File: config.mk
export PLATFORM = sky130hd
export DESIGN_NAME = pipeline_hazard_ctrl
export DESIGN_NICKNAME = d
export VERILOG_FILES = /design/src/rtl/cpu_pipe_pkg.sv /design/src/rtl/hazard_decode.sv /design/src/rtl/pipeline_hazard_ctrl.sv
export SDC_FILE = /design/constraint.sdc
export NUM_CORES = 1
export LEC_CHECK = 0
export CAP_MARGIN = 20
export CORE_ASPECT_RATIO = 1.5
export CORE_UTILIZATION = 25
export CTS_BUF_LIST = sky130_fd_sc_hd__clkbuf_8
export CTS_CLUSTER_DIAMETER = 150
export DETAILED_ROUTE_END_ITERATION = 10
export HOLD_SLACK_MARGIN = 0.12
export SKIP_LAST_GASP = 1
export SLEW_MARGIN = 20
export SYNTH_ARGS = -nofsm -noshare
export SYNTH_HDL_FRONTEND = slang
export SYNTH_SLANG_ARGS = --single-unit
File: constraint.sdc
create_clock -name CLK -period 3.18 [get_ports CLK]
set_clock_uncertainty 0.15 [all_clocks]
set_input_delay 0.477 -clock CLK [delete_from_list [all_inputs] [get_ports CLK]]
set_output_delay 0.477 -clock CLK [all_outputs]
set_load 0.02 [all_outputs]
File: src/rtl/cpu_pipe_pkg.sv
// Shared encodings for the 16-bit CPU pipeline.
// Instruction classes, field positions and sequencer states.
package cpu_pipe_pkg;

  localparam logic [1:0] OP_R  = 2'b00;
  localparam logic [1:0] OP_I  = 2'b01;
  localparam logic [1:0] OP_BR = 2'b10;

  localparam logic [4:0]  FN_MUL = 5'b00011;
  localparam logic [7:0]  LD_LOW = 8'h01;
  localparam logic [15:0] NOP    = 16'h0000;

  localparam int CLS_HI = 15;
  localparam int CLS_LO = 14;
  localparam int RD_HI  = 13;
  localparam int RD_LO  = 11;
  localparam int SR1_HI = 10;
  localparam int SR1_LO = 8;
  localparam int SR2_HI = 7;
  localparam int SR2_LO = 5;

  typedef enum logic [1:0] {
    RUN   = 2'd0,
    MULW  = 2'd1,
    FLUSH = 2'd2
  } state_t;

endpackage

File: src/rtl/hazard_decode.sv
// ID/EX instruction decode for the pipeline sequencer.
// Flags ld/mul in EX and load-use hazards against ID.
module hazard_decode
  import cpu_pipe_pkg::*;
(
  input  logic [15:0] id_ir,
  input  logic [15:0] ex_ir,
  output logic        is_ld_ex,
  output logic        is_mul_ex,
  output logic        use_hz
);

  logic [1:0] ex_cls;
  logic [1:0] id_cls;
  logic [2:0] ex_rd;
  logic       rd_sr1;
  logic       rd_sr2;
  logic       hit1;
  logic       hit2;

  assign ex_cls = ex_ir[CLS_HI:CLS_LO];
  assign id_cls = id_ir[CLS_HI:CLS_LO];
  assign ex_rd  = ex_ir[RD_HI:RD_LO];

  assign is_ld_ex  = (ex_ir != NOP) &&
                     (ex_cls == OP_R) &&
                     (ex_ir[7:0] == LD_LOW);
  assign is_mul_ex = (ex_cls == OP_R) &&
                     (ex_ir[4:0] == FN_MUL);

  // Immediate class and the unused class read no registers.
  assign rd_sr1 = (id_cls != OP_I) && (id_cls != 2'b11);
  assign rd_sr2 = (id_cls == OP_R);

  assign hit1 = rd_sr1 && (id_ir[SR1_HI:SR1_LO] == ex_rd);
  assign hit2 = rd_sr2 && (id_ir[SR2_HI:SR2_LO] == ex_rd);

  assign use_hz = is_ld_ex && (id_ir != NOP) && (hit1 || hit2);

endmodule

File: src/rtl/pipeline_hazard_ctrl.sv
// Pipeline sequencer: load-use stalls, MUL occupancy, branch flush.
// Drives advance, PC write, bubble and IF/ID flush.
module pipeline_hazard_ctrl
  import cpu_pipe_pkg::*;
#(
  parameter int MUL_LAT   = 4,
  parameter int FLUSH_CYC = 2
) (
  input  logic        CLK,
  input  logic        RSTN,
  input  logic [15:0] id_ir,
  input  logic [15:0] ex_ir,
  input  logic        br_taken,
  output logic        load,
  output logic        pc_we,
  output logic        bubble,
  output logic        flush,
  output logic [1:0]  state,
  output logic [15:0] stall_cnt
);

  localparam logic [3:0] M_INIT =
    (MUL_LAT > 1) ? 4'(MUL_LAT - 2) : 4'd0;
  localparam logic [1:0] F_INIT =
    (FLUSH_CYC > 1) ? 2'(FLUSH_CYC - 2) : 2'd0;

  state_t     st;
  state_t     nxt;
  logic [3:0] mcnt;
  logic [3:0] mcnt_n;
  logic [1:0] fcnt;
  logic [1:0] fcnt_n;
  logic       is_ld_ex;
  logic       is_mul_ex;
  logic       use_hz;
  logic       ld_hz;

  hazard_decode u_dec (
    .id_ir     (id_ir),
    .ex_ir     (ex_ir),
    .is_ld_ex  (is_ld_ex),
    .is_mul_ex (is_mul_ex),
    .use_hz    (use_hz)
  );

  assign ld_hz = is_ld_ex && use_hz;
  assign state = st;

  always_ff @(posedge CLK or negedge RSTN) begin
    if (!RSTN) begin
      st   <= RUN;
      mcnt <= '0;
      fcnt <= '0;
    end else begin
      st   <= nxt;
      mcnt <= mcnt_n;
      fcnt <= fcnt_n;
    end
  end

  always_comb begin
    nxt    = st;
    mcnt_n = mcnt;
    fcnt_n = fcnt;
    load   = 1'b1;
    pc_we  = 1'b1;
    bubble = 1'b0;
    flush  = 1'b0;
    unique case (st)
      RUN: begin
        if (br_taken) begin
          flush  = 1'b1;
          bubble = 1'b1;
          if (FLUSH_CYC > 1) begin
            nxt    = FLUSH;
            fcnt_n = F_INIT;
          end
        end else if (is_mul_ex && (MUL_LAT > 1)) begin
          load   = 1'b0;
          pc_we  = 1'b0;
          nxt    = MULW;
          mcnt_n = M_INIT;
        end else if (ld_hz) begin
          pc_we  = 1'b0;
          bubble = 1'b1;
        end
      end
      MULW: begin
        if (mcnt != 4'd0) begin
          load   = 1'b0;
          pc_we  = 1'b0;
          mcnt_n = mcnt - 4'd1;
        end else begin
          // Release cycle: mul still sits in EX, so no re-trigger.
          nxt = RUN;
          if (ld_hz) begin
            pc_we  = 1'b0;
            bubble = 1'b1;
          end
        end
      end
      FLUSH: begin
        flush  = 1'b1;
        bubble = 1'b1;
        if (fcnt == 2'd0) nxt = RUN;
        else fcnt_n = fcnt - 2'd1;
      end
      default: nxt = RUN;
    endcase
    if (!RSTN) begin
      load   = 1'b1;
      pc_we  = 1'b1;
      bubble = 1'b0;
      flush  = 1'b0;
    end
  end

  always_ff @(posedge CLK or negedge RSTN) begin
    if (!RSTN) stall_cnt <= '0;
    else if (!load && (stall_cnt != 16'hFFFF))
      stall_cnt <= stall_cnt + 16'd1;
  end

endmodule

==> metrics.txt <==
xor/xnor cell area share of the yosys netlist=0.0954; share of the clock period used by the worst path=0.973; count of non-filler cells in the finished layout=299; depth of the CTS H-tree=1; post-route standard cell area excluding fillers=0.00229 mm²; number of DRC markers in iteration 0=36; Synth Area in Adders=0.0341; synthesized cell area=0.00147 mm²; Worst setup EP type=output pin; Critical Path Fanout Max=2; number of fillers in the final layout=585; data arrival at the endpoint of the critical path=2.47 ns; Row Count=33; type of the setup path with the least slack=in -> out; start point of the worst min-delay path=stall_cnt[9]$_DFFE_PN0P_; switching power of the nets=0.000329 W; Min Clock Period, post-route=between 3 and 4 ns; flop and latch count out of synthesis=24; clock tree from TritonCTS=built; RR Startpoint=state[0]$_DFFE_PN0P_; pwr/cell area=424 mW/mm²; syn_area_per_cell=around 9.4 µm²; Switching Share=0.338; Multi-input gate area=between 800 and 900 µm²; number of enable flip-flop cells after synthesis=0; fraction of the mapped netlist area in compound gates=0.117; post-synthesis sequential area ratio=0.409; vertical die dimension=95.9 µm; internal power of the cells=0.000645 W; clock tree root driver cell=sky130_fd_sc_hd__clkbuf_8; number of vias in the routed layout=roughly 1.5k; clock network power share=0.213; DRC violations left=0; logic gate share of total power=0.391; sinks on the clock net=24; Leakage=0.916 nW; gr ovfl total=0; setup slack after placement=-0.510 ns; die area=0.00619 mm²; required time at the worst-slack endpoint=2.55 ns; storage element area=601 µm²; worst hold margin=0.359 ns; worst hold path type=reg -> reg; Initial DRT Pass Iterations=4; IR Drop Worst-Case VDD=0.158 mV; dpl cell area=0.00221 mm²; count of endpoints failing hold in the final timing report=0; Total GRT Usage=0.136; number of antenna violations at the first check in global routing=0; # Max-Cap Violations=0; post-detailed-routing wire length=3700 µm; crit start category=input pin; slew at the pin with the worst max-slew slack=0.457 ns; number of antenna repair diodes=0; ratio of cells with drive above 1 in the final layout=0.162; Yosys cell types=45; final critical-path setup slack=0.0870 ns; sum of net half-perimeters after detailed placement=2970 µm; maximum clock rate=0.323 GHz; Longest Clk Path Bufs=2; worst setup path startpoint=ex_ir[13]; largest net degree at the start of global routing=25; placed insts=a little under 300; synthesized-area fraction occupied by and/or/nand/nor cells=0.278; Routed Antenna Nets=0; Core Area=0.00557 mm²; post-synthesis cell count=approximately 160; share of flip-flops with an asynchronous set or reset after synthesis=1.00; total nets after synthesis=roughly 200; run status=finished, final reports clean; starting density of the core=0.264; Final #Nets=approximately 270; relative slew slack=0.692; DR WL/cell=12.4 µm; endpoints failing setup=0; vias per cell=4.88; number of global-route vias before repair=approximately 1.5k; number of pins exceeding their max-slew limit in the final report=0; Final Wtd Congestion=~0.8; number of buffers inserted for hold repair after clock tree synthesis=0; Post-synth top flop=sky130_fd_sc_hd__dfrtp_1; mux share of post-synthesis cell area=0.0307; Reg power frac=0.396; Clock transition at path regs=0.08 ns; global-route wire length before repair=6500 µm; # IOs=57; Layout Area Growth over Synthesis=56.1%; number of warnings issued by yosys=0; TritonCTS Buffers=3; number of input and output port buffers inserted=53; clock insertion delay at the later pin of the skew report=~0.27 ns; main combinational cell family by area after synthesis=simple AND/OR/NAND/NOR gates; Horiz. Die Dim=roughly 65 µm
## final cells by class
cell class / instances / share of cell area
sequential: 24 / 0.262
timing repair buffer: 73 / 0.295
multi-input combinational: 120 / 0.368
inverter: 8 / 0.0131
clock buffer: 4 / 0.0240
tap: 70 / 0.0382
## critical path, cell delays in order
cell                              delay, ns
sky130_fd_sc_hd__clkdlybuf4s50_1       0.41
sky130_fd_sc_hd__or2_2                 0.33
sky130_fd_sc_hd__a2111oi_4             0.32
sky130_fd_sc_hd__nor3_2                0.10
sky130_fd_sc_hd__or3_1                 0.39
sky130_fd_sc_hd__a221oi_2              0.24
sky130_fd_sc_hd__buf_4                 0.18
## per-layer routing
layer,vias up,share of wire,track usage
li1,714,-,-
met1,685,0.39,0.134
met5,-,0,0
met3,6,0.055,0.0273
met4,0,0.016,0.0500
met2,54,0.54,0.272
## placed cells by master, fill, tap and decap left out, types with 4 or more instances in the layout
master,Yosys,layout
sky130_fd_sc_hd__clkdlybuf4s50_1,0,50
sky130_fd_sc_hd__dfrtp_1,24,24
sky130_fd_sc_hd__buf_4,0,21
sky130_fd_sc_hd__nand2_1,13,13
sky130_fd_sc_hd__nand3_1,13,13
sky130_fd_sc_hd__xnor2_1,12,12
sky130_fd_sc_hd__inv_1,8,8
sky130_fd_sc_hd__o21ai_0,7,7
sky130_fd_sc_hd__nor3_1,8,7
sky130_fd_sc_hd__nor2_1,7,7
sky130_fd_sc_hd__nand4_1,6,6
sky130_fd_sc_hd__and3_1,6,6
sky130_fd_sc_hd__nor4_1,5,5
sky130_fd_sc_hd__xor2_1,4,4
sky130_fd_sc_hd__ha_1,4,4
sky130_fd_sc_hd__clkbuf_8,0,4
## synthesized netlist by cell type (2+ instances only)
cell type	count	area, µm²
sky130_fd_sc_hd__a21oi_1	2	10.0
sky130_fd_sc_hd__a22o_1	2	17.5
sky130_fd_sc_hd__a31oi_1	2	12.5
sky130_fd_sc_hd__and3_1	6	37.5
sky130_fd_sc_hd__and4_1	2	17.5
sky130_fd_sc_hd__clkbuf_1	2	7.51
sky130_fd_sc_hd__dfrtp_1	24	601
sky130_fd_sc_hd__ha_1	4	50.1
sky130_fd_sc_hd__inv_1	8	30.0
sky130_fd_sc_hd__mux2_1	3	33.8
sky130_fd_sc_hd__nand2_1	13	48.8
sky130_fd_sc_hd__nand3_1	13	65.1
sky130_fd_sc_hd__nand4_1	6	37.5
sky130_fd_sc_hd__nor2_1	7	26.3
sky130_fd_sc_hd__nor3_1	8	40.0
sky130_fd_sc_hd__nor4_1	5	31.3
sky130_fd_sc_hd__o21ai_0	7	35.0
sky130_fd_sc_hd__xnor2_1	12	105
sky130_fd_sc_hd__xor2_1	4	35.0
## sequential cells by signal, summed over array words and instances (netlist names)
name	flops
stall_cnt	16
mcnt	4
fcnt	2
state	2
## through the flow
| stage | util | total power (W) | TNS [ns] |
|---|---|---|---|
| after detailed placement | 0.397 | 0.000774 | -0.782 |
| after floorplan | - | 0.000564 | 0 |
| after CTS | 0.406 | 0.000980 | -0.0498 |
| after global routing | 0.411 | 0.00104 | -0.0272 |
| after global placement | 0.397 | 0.000771 | -0.701 |
| final | 0.411 | 0.000974 | 0 |
## path summary, 6_finish.rpt
path / endpoint / slack (ns) / cells past startpoint
setup / recovery: bubble / 0.09 / 7
hold / removal: stall_cnt[9]$_DFFE_PN0P_ / 0.36 / 1
setup reg to reg: stall_cnt[14]$_DFFE_PN0P_ / 0.96 / 6
hold reg to reg: stall_cnt[9]$_DFFE_PN0P_ / 0.36 / 1
max in group asynchronous: stall_cnt[2]$_DFFE_PN0P_ / 2.15 / 2
min in group asynchronous: stall_cnt[6]$_DFFE_PN0P_ / 0.49 / 2
## timing repair
action / in CTS / in global routing
endpoints found under the hold margin: 0 / 0
endpoints found under the setup margin: 3 / 1
setup buffers: 0 / 0
gates resized for setup: 8 / 5
## kinds of logic after synthesis
| kind of cell | after synthesis |
|---|---|
| adder cells (fa/ha/maj) | 4 |
| XOR/XNOR | 16 |
| AND/OR/NAND/NOR | 73 |
| flip-flops | 24 |
| AO/OA/AOI/OAI | 23 |
| multiplexers | 4 |
| buffers and inverters | 12 |
## power by group through the flow
stage | clock, W | sequential, W | combinational, W
floorplan | 0 | 0.000427 | 0.000137
global placement | 0 | 0.000391 | 0.000380
detailed placement | 0 | 0.000393 | 0.000381
CTS | 0.000215 | 0.000387 | 0.000379
global route | 0.000228 | 0.000392 | 0.000417
finish | 0.000208 | 0.000385 | 0.000381
Note: power is estimated with default switching activity, not from simulation.
